`config.mk`:
```
export PLATFORM = sky130hd
export DESIGN_NAME = riscv_cache_mem_arbiter
export DESIGN_NICKNAME = d
export VERILOG_FILES = /design/src/rtl/riscv_arb_pkg.sv /design/src/rtl/riscv_cache_mem_arbiter.sv
export SDC_FILE = /design/constraint.sdc
export NUM_CORES = 1
export LEC_CHECK = 0
export BUFFER_PORTS_ARGS = -buffer_cell sky130_fd_sc_hd__buf_2
export CORE_AREA = 2 2 278 280
export CTS_CLUSTER_DIAMETER = 40
export DETAILED_ROUTE_END_ITERATION = 8
export DIE_AREA = 0 0 280 282
export MAX_ROUTING_LAYER = met4
export PLACE_DENSITY = 0.43
export SLEW_MARGIN = 20
export SYNTH_ARGS = -nofsm -noshare
export SYNTH_HDL_FRONTEND = slang
export SYNTH_SLANG_ARGS = --single-unit
```
`constraint.sdc`:
```
create_clock -name i_riscv_arb_clk -period 11.1 [get_ports i_riscv_arb_clk]
set_input_delay 0.555 -clock i_riscv_arb_clk [delete_from_list [all_inputs] [get_ports i_riscv_arb_clk]]
set_output_delay 0.555 -clock i_riscv_arb_clk [all_outputs]
set_load 0.01 [all_outputs]
```
`src/rtl/riscv_arb_pkg.sv`:
```
// Shared types and default widths for the cache-to-memory arbiter.
//   arb_state_e : arbiter FSM states
//   arb_owner_e : which cache owns (or last owned) the memory port
package riscv_arb_pkg;

    localparam int unsigned ADDR_W_DEF = 64;
    localparam int unsigned LINE_W_DEF = 128;

    typedef enum logic [1:0] {
        IDLE     = 2'd0,
        SERVE_IC = 2'd1,
        SERVE_DC = 2'd2
    } arb_state_e;

    typedef enum logic {
        OWN_IC = 1'b0,
        OWN_DC = 1'b1
    } arb_owner_e;

endpackage

```
`src/rtl/riscv_cache_mem_arbiter.sv`:
```
// Round-robin arbiter sharing one main-memory port between the icache
// (refill only) and the dcache (refill or writeback). One transaction is
// outstanding at a time; every memory-side output and done pulse is registered.
//
// Ports:
//   i_riscv_arb_clk / i_riscv_arb_rst  : clock, async active-high reset
//   i_riscv_arb_ic_*                   : icache request, line address, done pulse
//   i_riscv_arb_dc_*                   : dcache request, we, address, wdata, done pulse
//   o_riscv_arb_rdata                  : refill line, valid with either done pulse
//   o_riscv_arb_mem_*                  : registered request to main memory
//   i_riscv_arb_mem_ready / _rdata     : memory completion pulse and line data
module riscv_cache_mem_arbiter
    import riscv_arb_pkg::*;
#(
    parameter int unsigned ADDR_W = ADDR_W_DEF,
    parameter int unsigned LINE_W = LINE_W_DEF
) (
    input  logic              i_riscv_arb_clk,
    input  logic              i_riscv_arb_rst,
    input  logic              i_riscv_arb_ic_req,
    input  logic [ADDR_W-1:0] i_riscv_arb_ic_addr,
    output logic              o_riscv_arb_ic_done,
    input  logic              i_riscv_arb_dc_req,
    input  logic              i_riscv_arb_dc_we,
    input  logic [ADDR_W-1:0] i_riscv_arb_dc_addr,
    input  logic [LINE_W-1:0] i_riscv_arb_dc_wdata,
    output logic              o_riscv_arb_dc_done,
    output logic [LINE_W-1:0] o_riscv_arb_rdata,
    output logic              o_riscv_arb_mem_req,
    output logic              o_riscv_arb_mem_we,
    output logic [ADDR_W-1:0] o_riscv_arb_mem_addr,
    output logic [LINE_W-1:0] o_riscv_arb_mem_wdata,
    input  logic              i_riscv_arb_mem_ready,
    input  logic [LINE_W-1:0] i_riscv_arb_mem_rdata
);

    arb_state_e        state_q, state_d;
    arb_owner_e        last_q, last_d;      // most recently served requester
    logic              mem_req_q, mem_req_d;
    logic              mem_we_q, mem_we_d;
    logic [ADDR_W-1:0] mem_addr_q, mem_addr_d;
    logic [LINE_W-1:0] mem_wdata_q, mem_wdata_d;
    logic [LINE_W-1:0] rdata_q, rdata_d;
    logic              ic_done_q, ic_done_d;
    logic              dc_done_q, dc_done_d;
    logic              pick_dc_c;

    // Round-robin pick: dcache wins when alone, or on a tie when icache was served last.
    always_comb begin
        pick_dc_c = i_riscv_arb_dc_req & (~i_riscv_arb_ic_req | (last_q == OWN_IC));
    end

    // Next-state and registered-output logic.
    always_comb begin
        state_d     = state_q;
        last_d      = last_q;
        mem_req_d   = mem_req_q;
        mem_we_d    = mem_we_q;
        mem_addr_d  = mem_addr_q;
        mem_wdata_d = mem_wdata_q;
        rdata_d     = rdata_q;
        ic_done_d   = 1'b0;
        dc_done_d   = 1'b0;

        case (state_q)
            IDLE: begin
                // mem_ready is ignored here; only requests matter.
                if (i_riscv_arb_ic_req || i_riscv_arb_dc_req) begin
                    mem_req_d = 1'b1;
                    if (pick_dc_c) begin
                        state_d     = SERVE_DC;
                        mem_we_d    = i_riscv_arb_dc_we;
                        mem_addr_d  = i_riscv_arb_dc_addr;
                        mem_wdata_d = i_riscv_arb_dc_wdata;
                    end else begin
                        state_d     = SERVE_IC;
                        mem_we_d    = 1'b0;
                        mem_addr_d  = i_riscv_arb_ic_addr;
                        mem_wdata_d = '0;
                    end
                end
            end
            SERVE_IC: begin
                // Request inputs are not looked at: the transaction always completes.
                if (i_riscv_arb_mem_ready) begin
                    state_d   = IDLE;
                    mem_req_d = 1'b0;
                    ic_done_d = 1'b1;
                    rdata_d   = i_riscv_arb_mem_rdata;
                    last_d    = OWN_IC;
                end
            end
            SERVE_DC: begin
                if (i_riscv_arb_mem_ready) begin
                    state_d   = IDLE;
                    mem_req_d = 1'b0;
                    dc_done_d = 1'b1;
                    last_d    = OWN_DC;
                    // Writebacks return no line; keep the previous refill data.
                    if (!mem_we_q) begin
                        rdata_d = i_riscv_arb_mem_rdata;
                    end
                end
            end
            default: begin
                state_d   = IDLE;
                mem_req_d = 1'b0;
            end
        endcase
    end

    // State and output registers; reset abandons any in-flight transaction.
    always_ff @(posedge i_riscv_arb_clk or posedge i_riscv_arb_rst) begin
        if (i_riscv_arb_rst) begin
            state_q     <= IDLE;
            last_q      <= OWN_IC;
            mem_req_q   <= 1'b0;
            mem_we_q    <= 1'b0;
            mem_addr_q  <= '0;
            mem_wdata_q <= '0;
            rdata_q     <= '0;
            ic_done_q   <= 1'b0;
            dc_done_q   <= 1'b0;
        end else begin
            state_q     <= state_d;
            last_q      <= last_d;
            mem_req_q   <= mem_req_d;
            mem_we_q    <= mem_we_d;
            mem_addr_q  <= mem_addr_d;
            mem_wdata_q <= mem_wdata_d;
            rdata_q     <= rdata_d;
            ic_done_q   <= ic_done_d;
            dc_done_q   <= dc_done_d;
        end
    end

    assign o_riscv_arb_ic_done   = ic_done_q;
    assign o_riscv_arb_dc_done   = dc_done_q;
    assign o_riscv_arb_rdata     = rdata_q;
    assign o_riscv_arb_mem_req   = mem_req_q;
    assign o_riscv_arb_mem_we    = mem_we_q;
    assign o_riscv_arb_mem_addr  = mem_addr_q;
    assign o_riscv_arb_mem_wdata = mem_wdata_q;

endmodule

```
== Word level (Yosys, flattened, before mapping) ==
Cells that the tools add are included.

* Muxes and demuxes: 19
* Bitwise logic cells: 4
* Reductions and logical operators: 8
* Eq/ne operators: 7

{| class="wikitable"
|+ Operators with widths
! cell !! number
|-
| two-way mux 128 bit || 4
|-
| one-hot mux 128 bit (2 select lines) || 1
|-
| two-way mux 64 bit || 1
|-
| inequality test 2 bit (second input constant) || 4
|-
| two-way mux 1 bit || 7
|-
| two-way mux 2 bit || 3
|-
| one-hot mux 1 bit (2 select lines) || 2
|-
| one-hot mux 2 bit (2 select lines) || 1
|-
| AND reduction 2 bit || 2
|-
| AND reduction 4 bit || 1
|-
| AND reduction 3 bit || 1
|-
| equality test 2 x 1 -> 1 bit (second input constant) || 1
|-
| equality test 2 bit (second input constant) || 1
|-
| logical NOT 2 bit || 1
|-
| inequality test 2 x 1 -> 1 bit (second input constant) || 1
|-
| inverter 1 bit || 2
|-
| nonzero test 2 bit || 1
|-
| OR reduction 2 bit || 1
|-
| AND 1 bit || 1
|-
| logical OR 1 bit || 1
|-
| bitwise OR 1 bit || 1
|}

* Output and inout port bits: 324
* Word-level logic and storage cells: 47
* Register bits: 327

== Depth between registers and ports, before layout ==
* Depth after elaboration: 6
* Mapped depth: 8
* Depth with buffers taken out: 5

== Worst setup path after synthesis ==
No wires, ideal clock.

* Kind: reg2reg
* Start point: register state_q[1]
* End point: register rdata_q[100] (netlist: o_riscv_arb_rdata[100])
* Setup slack: 9221 ps
* Period minus slack after synthesis: 1879 ps
* Arrival: 1754 ps
* Cell stages (with the launch flop): 8
* Setup time: 125 ps
* Data required time: 10975 ps
* Buffers on the path: 2
* Cell sequence: dfrtp_1 > inv_1 > ha_1 > or2_4 > a31oi_4 > buf_12 > buf_12 > mux2_4

* Cells in the longest elaborated chain, start to end: 3
* Elaborated cells on any way between the ends: 8
* Classes of those cells: eq/ne: 5; mux: 1; reduce/logical: 2

{| class="wikitable"
|+ RTL lines
! element !! RTL line !! source
|-
| start, declared || riscv_cache_mem_arbiter.sv:37 || <nowiki>arb_state_e state_q, state_d;</nowiki>
|-
| start signal, assigned || riscv_cache_mem_arbiter.sv:125 || <nowiki>state_q <= state_d;</nowiki>
|-
| equality test 2 bit or equality test 2 x 1 -> 1 bit (tied branches) || riscv_cache_mem_arbiter.sv:65 || <nowiki>case (state_q)</nowiki>
|-
| inequality test 2 bit (no source line) or nonzero test 2 bit (tied branches) || - ||
|-
| AND reduction 4 bit (no source line) || - ||
|-
| end signal, assigned || riscv_cache_mem_arbiter.sv:131 || <nowiki>rdata_q <= rdata_d;</nowiki>
|-
| end, declared || riscv_cache_mem_arbiter.sv:43 || <nowiki>logic [LINE_W-1:0] rdata_q, rdata_d;</nowiki>
|}

Parallel ways exist; a longest one is shown, timed or not.
A chain may end at the register's enable or synchronous reset.

== Worst setup path in the final report ==
* Start point: register state_q[1]
* End point: register rdata_q[116] (netlist: o_riscv_arb_rdata[116])

The elaborated chain is that of the path after synthesis.

==> summary.md <==
| Metric | Value |
|---|---|
| FF+latch count, synth | `327` |
| Die area | `roughly 79000 sq um` |
| Post-synth ARST share | `100.0%` |
| Placed inst area | `between 15000 and 20000 sq um` |
| Setup crit end kind | `flip-flop` |
| Worst vdd ir | `around 0.00012 V` |
| Worst endpoint required time | `between 10 and 15 ns` |
| Share of layout cells above drive strength 1 | `between 50 and 60%` |
| CTS buffer count | `between 60 and 70` |
| Worst setup path endpoint | `o_riscv_arb_rdata[116]` |
| Max-slew violation count | `0` |
| Leakage | `around 0.011 uW` |
| Total global-route track usage | `a little over a tenth` |
| Worst r2r path cells | `7` |
| Hold WC Path Type | `in -> async` |
| Finished Cell Area | `about 20000 sq um` |
| Layout filler cell count | `~8000` |
| Detailed Place HPWL | `~32000 microns` |
| Post_cts resized | `0` |
| Slew @ Worst Pin | `1.122 ns` |
| Layout area overhead | `52.05%` |
| Power density cells | `334.9 nW/um^2` |
| Total grt overflow | `0` |
| RSZ-0062 raised after global routing | `false` |
| FF-to-FF setup slack | `7.82 ns` |
| Number of flops mapped to enable cells by yosys | `0` |
| Synthesized area per cell | `15.15 sq um` |
| DR vias | `~10000` |
| CP Launch Type | `flip-flop` |
| Post-CTS Setup Inserts | `0` |
| Synth top cells by count | `dfrtp_1, a22o_1, mux2_4` |
| Antenna Nets Post-Route | `0` |
| Place WS | `7.859 ns` |
| Longest Clk Path Bufs | `3` |
| Core Region | `roughly 76000 sq um` |
| Status | `finished clean` |
| Clk_skew | `between 0.02 and 0.025 ns` |
| Cell row count | `roughly 100` |
| Fin. Hold Viols | `0` |
| Setup WS post-layout | `7.820 ns` |
| M1 WL | `17110 microns` |
| IO Port Bufs | `713` |
| Syn_nets | `around 1300` |
| Final hold slack | `about 0.12 ns` |
| Highest Signal Layer | `met4` |
| Cell taking the most area after synthesis | `dfrtp_1` |
| Fin nets | `approximately 2000` |
| Initial antenna violation count | `4` |
| Largest net degree at the start of global routing | `around 150` |
| YS warnings | `0` |
| Seq/Total Area, Yosys | `between 60% and 70%` |
| GPL Wtd Cong | `0.8055` |
| TritonCTS Sinks | `approximately 330` |
| First-pass GRT wire length | `about 64000 microns` |
| Die Width | `between 200 and 300 microns` |
| H-tree depth | `3` |
| Met3 wire length | `3256 microns` |
| First drt pass iteration count | `4` |
| Worst EP arrival | `3.73 ns` |
| Critical path type | `reg -> reg` |
| CTS root buffer | `clkbuf_16` |
| Die height | `282 microns` |
| Cell area after synthesis | `13200 sq um` |
| Crit share post-route | `roughly 30%` |
| Reg clk slew, reported paths | `around 0.050 ns` |
| Fmax | `about 300 MHz` |
| Crit path from | `state_q[1]` |
| Reg2reg end | `o_riscv_arb_rdata[116]` |
| DR WL/cell | `16.85 microns` |
| RR Startpoint | `state_q[1]` |
| Clk_lat worst skew | `0.58 ns` |
| Initial drt markers | `slightly above 300` |
| Cells after synthesis | `a little under 900` |
| CTS hold repair buffers | `0` |
| Crit path max fanout | `just under 60` |
| DRC | `0` |
| Top cells by area, synth | `dfrtp_1, mux2_4, a22o_1, mux2i_1, o21ai_0` |
| Ports | `714` |
| Routed wire length | `between 40000 and 50000 microns` |
| Final setup fails | `0` |
| Total Power | `6721 uW` |
| Relative slew slack | `approximately a quarter` |
| Cell variety after synth | `27` |
| WL met2 | `22800 microns` |
| Maxcap violations | `0` |
| Vias in the first global route | `10711` |
| Min cycle time layout | `around 3.3 ns` |
| Setup TNS | `0 ns` |
| Initial Utilization | `17.44%` |
| CTS tree | `done` |
| Top-area cell type share of the netlist area | `approximately 62%` |
| Via density | `between 3 and 4` |
| Most common cell in the synthesized netlist | `dfrtp_1` |
| Ys flop type | `dfrtp_1` |
## placed cells by master, fill, tap and decap left out
cell type	instances
clkbuf_8	7
clkinv_2	8
and2_1	1
diode_2	4
clkbuf_16	69
buf_12	1
inv_16	1
and2_2	1
nor2_1	3
clkinvlp_4	6
buf_4	10
clkinv_4	2
inv_8	2
bufinv_16	12
a21o_1	3
nor2_4	1
a22o_1	130
inv_1	3
clkinv_8	1
mux2_4	120
clkbuf_1	4
a21bo_4	1
buf_2	713
mux2i_1	64
ha_1	5
o21ai_4	1
or2_4	1
inv_6	10
dfrtp_1	327
o21ai_0	65
nor2b_1	1
a31oi_4	1
clkinv_16	2
mux2_2	8
nor3_1	1
nand2_1	68
nor4b_4	1
## state kept, by name (all words and copies together), names as in the netlist
register               count
o_riscv_arb_mem_wdata    128
o_riscv_arb_rdata        128
o_riscv_arb_mem_addr      64
state_q                    2
last_q                     1
o_riscv_arb_dc_done        1
o_riscv_arb_ic_done        1
o_riscv_arb_mem_req        1
o_riscv_arb_mem_we         1
## report_power, final
group	total, uW	switching [uW]	internal (uW)
clock network	2210	725	1480
logic	2390	1200	1190
registers	2120	338	1790
total	6720	2260	4460
## critical path, stage by stage (launching register included)
cell	delay, ns
dfrtp_1	0.39
inv_1	0.10
ha_1	0.24
or2_4	0.27
a31oi_4	0.16
buf_4	0.56
buf_4	0.92
mux2_4	0.35
## cell families after synthesis
| logic type | count (synthesis) | share of synthesized area (%) |
|---|---|---|
| DFF | 327 | 62.00 |
| AOI/OAI and AO/OA | 201 | 11.57 |
| muxes | 192 | 19.19 |
| and+or+nand+nor | 78 | 2.503 |
| buffers and inverters | 68 | 4.275 |
| adders and majority gates | 5 | 0.4740 |
## through the flow
stage,util (%),instances
6_report,26.51,2636
5_1_grt,26.51,2636
4_1_cts,26.50,2632
3_5_place_dp,23.20,2509
3_3_place_gp,23.20,2509
2_1_floorplan,-,871
## worst min-delay path by stage
stage / to / slack, ns / depth (start not counted)
after CTS: o_riscv_arb_mem_wdata[25] / 0.12 / 2
after floorplan: last_q / 0.44 / 2
after global routing: o_riscv_arb_mem_wdata[25] / 0.13 / 2
final: o_riscv_arb_mem_wdata[93] / 0.12 / 2
after detailed placement: o_riscv_arb_mem_addr[52] / 0.47 / 2
after global placement: o_riscv_arb_mem_addr[18] / 0.46 / 2
## metal layers
layer / vias to the layer above / GRT usage (%)
met5: - / -
met4: 0 / 4.072
met3: 78 / 3.588
met2: 466 / 18.49
met1: 4832 / 11.94
li1: 4630 / -
## final cells by class
type / instances / area (sq um) / share of cell area, %
antenna: 4 / 10.01 / 0.04988
sequential: 327 / 8183 / 40.77
clock buffer: 80 / 1838 / 9.158
inverter: 4 / 22.52 / 0.1122
timing repair buffer: 724 / 3664 / 18.25
clock inverter: 43 / 658.1 / 3.279
multi-input combinational: 476 / 4471 / 22.28
tap: 978 / 1224 / 6.097
Power figures use the tool's default switching activity.
